**config.mk**
```make
export PLATFORM = sky130hd
export DESIGN_NAME = uart_tx_fifo
export DESIGN_NICKNAME = d
export VERILOG_FILES = /design/src/rtl/uart_tx_fifo.sv
export SDC_FILE = /design/constraint.sdc
export NUM_CORES = 1
export LEC_CHECK = 0
export BUFFER_PORTS_ARGS = -buffer_cell sky130_fd_sc_hd__clkbuf_2
export CORE_MARGIN = 5
export CORE_UTILIZATION = 37
export CTS_CLUSTER_SIZE = 16
export DETAILED_ROUTE_END_ITERATION = 10
export MAX_ROUTING_LAYER = met4
export SLEW_MARGIN = 0
export SYNTH_ARGS = -nofsm -noshare
export SYNTH_HDL_FRONTEND = slang
export SYNTH_SLANG_ARGS = --single-unit
```
**constraint.sdc**
```tcl
create_clock -name clk -period 5.5 [get_ports clk]
set_input_delay 0.275 -clock clk [delete_from_list [all_inputs] [get_ports clk]]
set_output_delay 0.275 -clock clk [all_outputs]
set_load 0.02 [all_outputs]
```
**src/rtl/uart_tx_fifo.sv**
```systemverilog
// uart_tx_fifo
//   8N1 UART transmitter fed by a small byte FIFO. Bytes arrive over a
//   valid/ready handshake and are sent LSB-first on tx. Queued frames
//   follow each other with no idle gap between them.
//
//   Parameters:
//     CLKS_PER_BIT  clocks per serial bit (>= 2)
//     FIFO_DEPTH    FIFO entries (power of two, >= 2)
//   Ports:
//     clk         clock
//     reset       synchronous, active-high reset; flushes FIFO and frame
//     in_valid    in_data offered this cycle
//     in_data     byte to transmit
//     in_ready    FIFO not full (combinational)
//     tx          registered serial line, idles high
//     busy        registered, high while a frame is being sent
//     fifo_count  queued bytes, excluding the byte being shifted out
module uart_tx_fifo #(
   parameter int CLKS_PER_BIT = 16,
   parameter int FIFO_DEPTH   = 4
) (
   input  logic                          clk,
   input  logic                          reset,
   input  logic                          in_valid,
   input  logic [7:0]                    in_data,
   output logic                          in_ready,
   output logic                          tx,
   output logic                          busy,
   output logic [$clog2(FIFO_DEPTH):0]   fifo_count
);

   localparam int AW = $clog2(FIFO_DEPTH);
   localparam int CW = $clog2(CLKS_PER_BIT);
   localparam logic [CW-1:0] CNT_LAST = CW'(CLKS_PER_BIT - 1);
   localparam logic [AW:0]   CNT_FULL = (AW+1)'(FIFO_DEPTH);

   typedef enum logic [1:0] {IDLE, START, DATA, STOP} state_t;

   state_t          state, state_n;
   logic [7:0]      mem [FIFO_DEPTH];
   logic [AW-1:0]   wr_ptr, rd_ptr;
   logic [AW:0]     count;
   logic [CW-1:0]   cnt, cnt_n;
   logic [2:0]      bit_i, bit_i_n;
   logic [7:0]      shreg, shreg_n;
   logic            tx_n;
   logic            full, empty, push, pop, bit_end;

   assign full       = (count == CNT_FULL);
   assign empty      = (count == '0);
   assign in_ready   = !full;
   assign push       = in_valid && !full;
   assign bit_end    = (cnt == CNT_LAST);
   assign fifo_count = count;

   always_comb begin
      state_n = state;
      cnt_n   = bit_end ? '0 : cnt + CW'(1);
      bit_i_n = bit_i;
      shreg_n = shreg;
      pop     = 1'b0;
      tx_n    = 1'b1;
      case (state)
         IDLE: begin
            cnt_n = '0;
            if (!empty) begin
               pop     = 1'b1;
               state_n = START;
            end
         end
         START: begin
            if (bit_end) begin
               state_n = DATA;
               bit_i_n = '0;
            end
         end
         DATA: begin
            if (bit_end) begin
               shreg_n = {1'b0, shreg[7:1]};
               bit_i_n = bit_i + 3'd1;
               if (bit_i == 3'd7) state_n = STOP;
            end
         end
         STOP: begin
            if (bit_end) begin
               if (!empty) begin
                  pop     = 1'b1;
                  state_n = START;
               end else begin
                  state_n = IDLE;
               end
            end
         end
         default: state_n = IDLE;
      endcase
      if (pop) shreg_n = mem[rd_ptr];
      // Line level follows the state being entered, so tx changes exactly
      // on state boundaries with no extra register stage.
      case (state_n)
         START:   tx_n = 1'b0;
         DATA:    tx_n = shreg_n[0];
         default: tx_n = 1'b1;
      endcase
   end

   always_ff @(posedge clk) begin
      if (reset) begin
         state  <= IDLE;
         cnt    <= '0;
         bit_i  <= '0;
         shreg  <= '0;
         wr_ptr <= '0;
         rd_ptr <= '0;
         count  <= '0;
         tx     <= 1'b1;
         busy   <= 1'b0;
      end else begin
         state <= state_n;
         cnt   <= cnt_n;
         bit_i <= bit_i_n;
         shreg <= shreg_n;
         tx    <= tx_n;
         busy  <= (state_n != IDLE);
         if (push) wr_ptr <= wr_ptr + AW'(1);
         if (pop)  rd_ptr <= rd_ptr + AW'(1);
         case ({push, pop})
            2'b10:   count <= count + (AW+1)'(1);
            2'b01:   count <= count - (AW+1)'(1);
            default: count <= count;
         endcase
      end
   end

   // Storage needs no reset: count and pointers define what is valid.
   always_ff @(posedge clk) begin
      if (push) mem[wr_ptr] <= in_data;
   end

endmodule
```
== Word level (Yosys, flattened, before mapping) ==
Memories as Yosys holds them, arrays and structs flattened. A register that Yosys moved wholly into a read port is not among the register bits.
Index checks and enable logic that the tools add are counted.

* Flip-flop bits (word level): 26
* Bits in writable memories: 32
* Output and inout port bits: 6
* Logic and storage cells: 63
* Memories: 1

{| class="wikitable"
|+ Memory list
! name !! words !! width !! read ports !! clocked after Yosys merged registers in !! write ports !! line !! text
|-
| mem || 4 || 8 || 1 || 1 || 1 || 40 || <nowiki>logic [7:0] mem [FIFO_DEPTH];</nowiki>
|}

* $add $sub $neg: 6
* Equal/unequal tests: 12
* Muxes and demuxes: 22
* Reduce and logical (&&, ||, !) cells: 12

{| class="wikitable"
|+ Operators with widths
! cell !! count
|-
| $mux 8 || 3
|-
| $mux 2 || 7
|-
| $pmux 3 s2 || 2
|-
| $reduce_bool 2->1 || 5
|-
| $eq 2x2->1 const B || 4
|-
| $pmux 2 s4 || 1
|-
| $add 3x1->3 const B || 2
|-
| $eq 2x1->1 const B || 3
|-
| $eq 3x3->1 const B || 2
|-
| $mux 3 || 2
|-
| $mux 1 || 5
|-
| $add 2x1->2 const B || 2
|-
| $add 4x1->4 const B || 1
|-
| $eq 4x4->1 const B || 1
|-
| $ne 2x2->1 const B || 2
|-
| $pmux 1 s2 || 2
|-
| $logic_not 3->1 || 1
|-
| $reduce_and 3->1 || 1
|-
| $reduce_or 3->1 || 1
|-
| $sub 3x1->3 const B || 1
|-
| $logic_not 2->1 || 1
|-
| $reduce_and 2->1 || 1
|-
| $logic_and 1x1->1 || 1
|-
| $logic_not 1->1 || 1
|}

== Logic depth before layout (Yosys ltp) ==
* Word-level depth: 6
* Gate-level depth with buffers: 10
* Depth with buffers taken out: 9

== Worst setup path after synthesis ==
No wires, ideal clock.

* Kind: flip-flop to flip-flop
* Start point: reg state[0]
* End point: reg count[2], in the netlist fifo_count[2]
* Setup time: 70 ps
* Data arrival time: 2,325 ps
* Required time: 5,430 ps
* Setup slack: 3,105 ps
* Cell stages (with the launch flop): 11
* Clock period less this slack: 2,395 ps
* Path through: dfxtp_1 > inv_1 > ha_1 > a41oi_1 > nor3_4 > buf_4 > ha_1 > fa_1 > xnor2_1 > or3_1 > a21oi_1

* Longest elaborated chain between the ends: 4
* Elaborated cells on any way between the ends: 7
* Those cells by class: 3 x eq/ne; 2 x mux; 2 x reduce/logical

{| class="wikitable"
|+ RTL lines
! item !! line !! text
|-
| start: declaration || 39 || <nowiki>state_t state, state_n;</nowiki>
|-
| start signal: assignment || 118 || <nowiki>state <= state_n;</nowiki>
|-
| $eq 2x2->1 or $logic_not 2->1 (tied branches) || 63 || <nowiki>case (state)</nowiki>
|-
| $pmux 1 s2 * || 63 ||
|-
| $eq 2x1->1 or $eq 2x2->1 (tied branches) || 126 || <nowiki>case ({push, pop})</nowiki>
|-
| $pmux 3 s2 or $reduce_bool 2->1 (tied branches) || -- ||
|-
| end signal: assignment || 127 || <nowiki>2'b10: count <= count + (AW+1)'(1);</nowiki>
|-
| end signal: assignment || 128 || <nowiki>2'b01: count <= count - (AW+1)'(1);</nowiki>
|-
| end signal: assignment || 129 || <nowiki>default: count <= count;</nowiki>
|-
| end: declaration || 42 || <nowiki>logic [AW:0] count;</nowiki>
|}

Every way passes the cells marked *; elsewhere a longest branch is shown, timed or not.
A chain may end at the register's enable or synchronous reset.

== Worst setup path in the final report ==
* Start point: reg cnt[0]
* End point: reg count[2], in the netlist fifo_count[2]

* Longest elaborated chain between the ends: 5
* Elaborated cells on any way between the ends: 7
* Those cells by class: 3 x eq/ne; 3 x mux; 1 x reduce/logical

{| class="wikitable"
|+ RTL lines
! item !! line !! text
|-
| start: declaration || 43 || <nowiki>logic [CW-1:0] cnt, cnt_n;</nowiki>
|-
| start signal: assignment || 119 || <nowiki>cnt <= cnt_n;</nowiki>
|-
| $eq 4x4->1 * || 53 || <nowiki>assign bit_end = (cnt == CNT_LAST);</nowiki>
|-
| $mux 1 * || 85 || <nowiki>if (bit_end) begin</nowiki>
|-
| $pmux 1 s2 * || 63 ||
|-
| $eq 2x1->1 or $eq 2x2->1 (tied branches) || 126 ||
|-
| $pmux 3 s2 or $reduce_bool 2->1 (tied branches) || -- ||
|}

Marked as above.

==> impl_metrics.json <==
{
  "htree_num_levels": 3,
  "ioPinCount": 17,
  "synth-seq-cells": 60,
  "synth-xor-area-share_pct": 2.428,
  "avgSynthCellArea_um2": 12.62,
  "io_buffers": 16,
  "dieWidth_um": 92.61,
  "critPathCaptureType": "register",
  "cts-hold-fix-buffers": 0,
  "outcome": "completed",
  "grt_pass1_vias": 1492,
  "dr.pass1.iters": 6,
  "wire_per_inst_um": 13.85,
  "setup_viol_count_final": 0,
  "clockBufferDepth": 2,
  "cts_tree": "yes",
  "synth_top_area_share_pct": 38.06,
  "synthesis.area_um2": 2525,
  "cap_violations": 0,
  "synthAdderAreaFrac_pct": 7.235,
  "synthTopCellsByArea": "edfxtp_1 38%, dfxtp_1 22%, mux4_2 7.1%",
  "grt_usage_pct": 11.44,
  "clk_latency_ns": 0.33,
  "async_flop_share_pct": 0,
  "cts_buffers": 9,
  "drtIter0Drc": 60,
  "cp-start-kind": "register",
  "layout_commonest_cell": "edfxtp_1",
  "rsz0062_at_grt": "no",
  "clkTransAtPathRegs_ns": 0.07,
  "synth_mux_area_share_pct": 8.375,
  "viasPerCell": 4.993,
  "synth_compound_gate_area_share_pct": 6.739,
  "finalCritPeriodShare_pct": 46.50,
  "final-max-slew-violation-count": 0,
  "hold_path_class": "input port to register",
  "tightest_slew_ns": 0.6287,
  "cts_setup_buffers": 0,
  "drtAntennaViolNets": 0,
  "arrival_ns": 2.82,
  "whs_ns": 0.1530,
  "syn_inst": 200,
  "post-route-min-period_ns": 2.558,
  "finalNetCount": 243,
  "worst_ep_required_time_ns": 5.76,
  "antenna_found_initial": 0,
  "r2r_slack_ns": 2.94,
  "hold_viol_final": 0,
  "leakage_nw": 1.051,
  "place_congestion": 0.7588,
  "ir_drop_mv": 0.2275,
  "ys.flop_type": "edfxtp_1",
  "die_h_um": 92.61,
  "initial_utilization_pct": 37.58,
  "die-area_um2": 8577,
  "clockRootBuffer": "clkbuf_8",
  "antenna_cells": 0,
  "core_area_um2": 6719,
  "synth-seq-area-share_pct": 60.26,
  "layout_setup_ws_ns": 2.942,
  "yosysWarnings": 0,
  "synth_top_cell_by_area": "edfxtp_1",
  "grt_start_max_net_pins": 27,
  "synth_edf_count": 32,
  "pre_cts_slack_ns": 2.912,
  "worstSetupPathType": "register to register",
  "num_rows": 30,
  "cts_sinks": 60,
  "crit_path_max_fanout": 18,
  "area_delta_synth_final_pct": 12.14,
  "synth_cell_types": 34,
  "globalRouteOverflowTotal": 0,
  "drive_gt1_share_pct": 18.83,
  "fmax_mhz": 391.0,
  "synth_nets": 225,
  "hpwl_mm": 2.767,
  "cts.repair.resized": 0,
  "fin_skew_ns": 0.008016,
  "cellPowerDensity_nw_per_um2": 456.6,
  "synth_top_family_by_area": "simple AND/OR/NAND/NOR gates",
  "relSlewSlack_pct": 57.95,
  "finalWirelength_mm": 4.198,
  "drc": 0,
  "layout_common_cells": "32 x edfxtp_1, 29 x nor2_1, 28 x dfxtp_1",
  "synthSimpleGateAreaFrac_pct": 12.34,
  "dr_total_vias": 1513,
  "finalSetupTns_ns": 0,
  "grt_pass1_wl_mm": 7.134
}
[metal layers]
metal  part of all wire (%)  track usage (%)  wire length [µm]
met5                      0                -                 0
met4                    2.0            5.495                84
met3                    4.1            4.143               174
met2                     48            18.19              2014
met1                     46            12.84              1924
[worst max-delay path, cell delays in order (launching register included)]
cell and delay [ns]:
dfxtp_1 0.36, ha_1 0.30, a41oi_1 0.21, nor3_4 0.58, ha_1 0.32, fa_1 0.20, xnor2_1 0.08, or3_1 0.30
a21oi_1 0.14
[Yosys cell counts, types with 2 or more instances]
cell type,number
ha_1,13
inv_1,6
nor2_1,29
xnor2_1,4
a32oi_1,2
clkbuf_1,4
a41oi_1,2
nand3_1,8
o21ai_0,2
xor2_1,3
nand2_1,12
o21ai_1,2
a21oi_1,19
and2_1,2
dfxtp_1,28
and3_1,6
edfxtp_1,32
mux4_2,8
mux2i_1,2
buf_4,2
[per-stage QoR]
stage	cell area (µm²)	std cells	power (mW)	utilization [%]
5_1_grt	2831	303	1.386	42.14
3_5_place_dp	2661	287	0.9720	39.61
2_1_floorplan	2525	200	0.8943	-
6_report	2831	303	1.293	42.14
4_1_cts	2831	303	1.316	42.14
3_3_place_gp	2661	287	0.9677	39.61
[path summary, 6_finish.rpt]
check        startpoint             to  cells after the start
max reg2reg      cnt[0]  fifo_count[2]                      8
min reg2reg      cnt[0]         cnt[0]                      1
min          in_data[4]      mem[1][4]                      1
max              cnt[0]  fifo_count[2]                      8
[layout make-up]
class / count / area, µm²
Clock buffer: 11 / 131.4
Clock inverter: 5 / 38.79
Fill cell: 637 / 3887
Inverter: 6 / 22.52
Multi-Input combinational cell: 125 / 937.1
Sequential cell: 60 / 1521
Tap cell: 80 / 100.1
Timing Repair Buffer: 16 / 80.08
[power breakdown]
part	internal (mW)	switching [mW]	total, mW
Clock	0.165	0.172	0.336
Sequential	0.551	0.0582	0.609
Combinational	0.158	0.189	0.347
[registers in the layout (all words and copies together), names as in the netlist, named ones only]
| register | flops |
|---|---|
| fifo_count | 3 |
| tx | 1 |
| state | 2 |
| shreg | 8 |
| cnt | 4 |
| mem | 32 |
| wr_ptr | 2 |
| busy | 1 |
| bit_i | 3 |
| rd_ptr | 2 |
[cells by family (layout without fill, tap and decap cells)]
kind of cell | count (synthesis) | after routing
DFF | 60 | 60
adders and majority gates | 14 | 14
buffers and inverters | 15 | 38
and+or+nand+nor | 64 | 64
xor gates and xnor gates | 7 | 7
AOI/OAI and AO/OA | 29 | 29
muxes | 11 | 11
No activity file was read; power rests on OpenSTA's default activity.
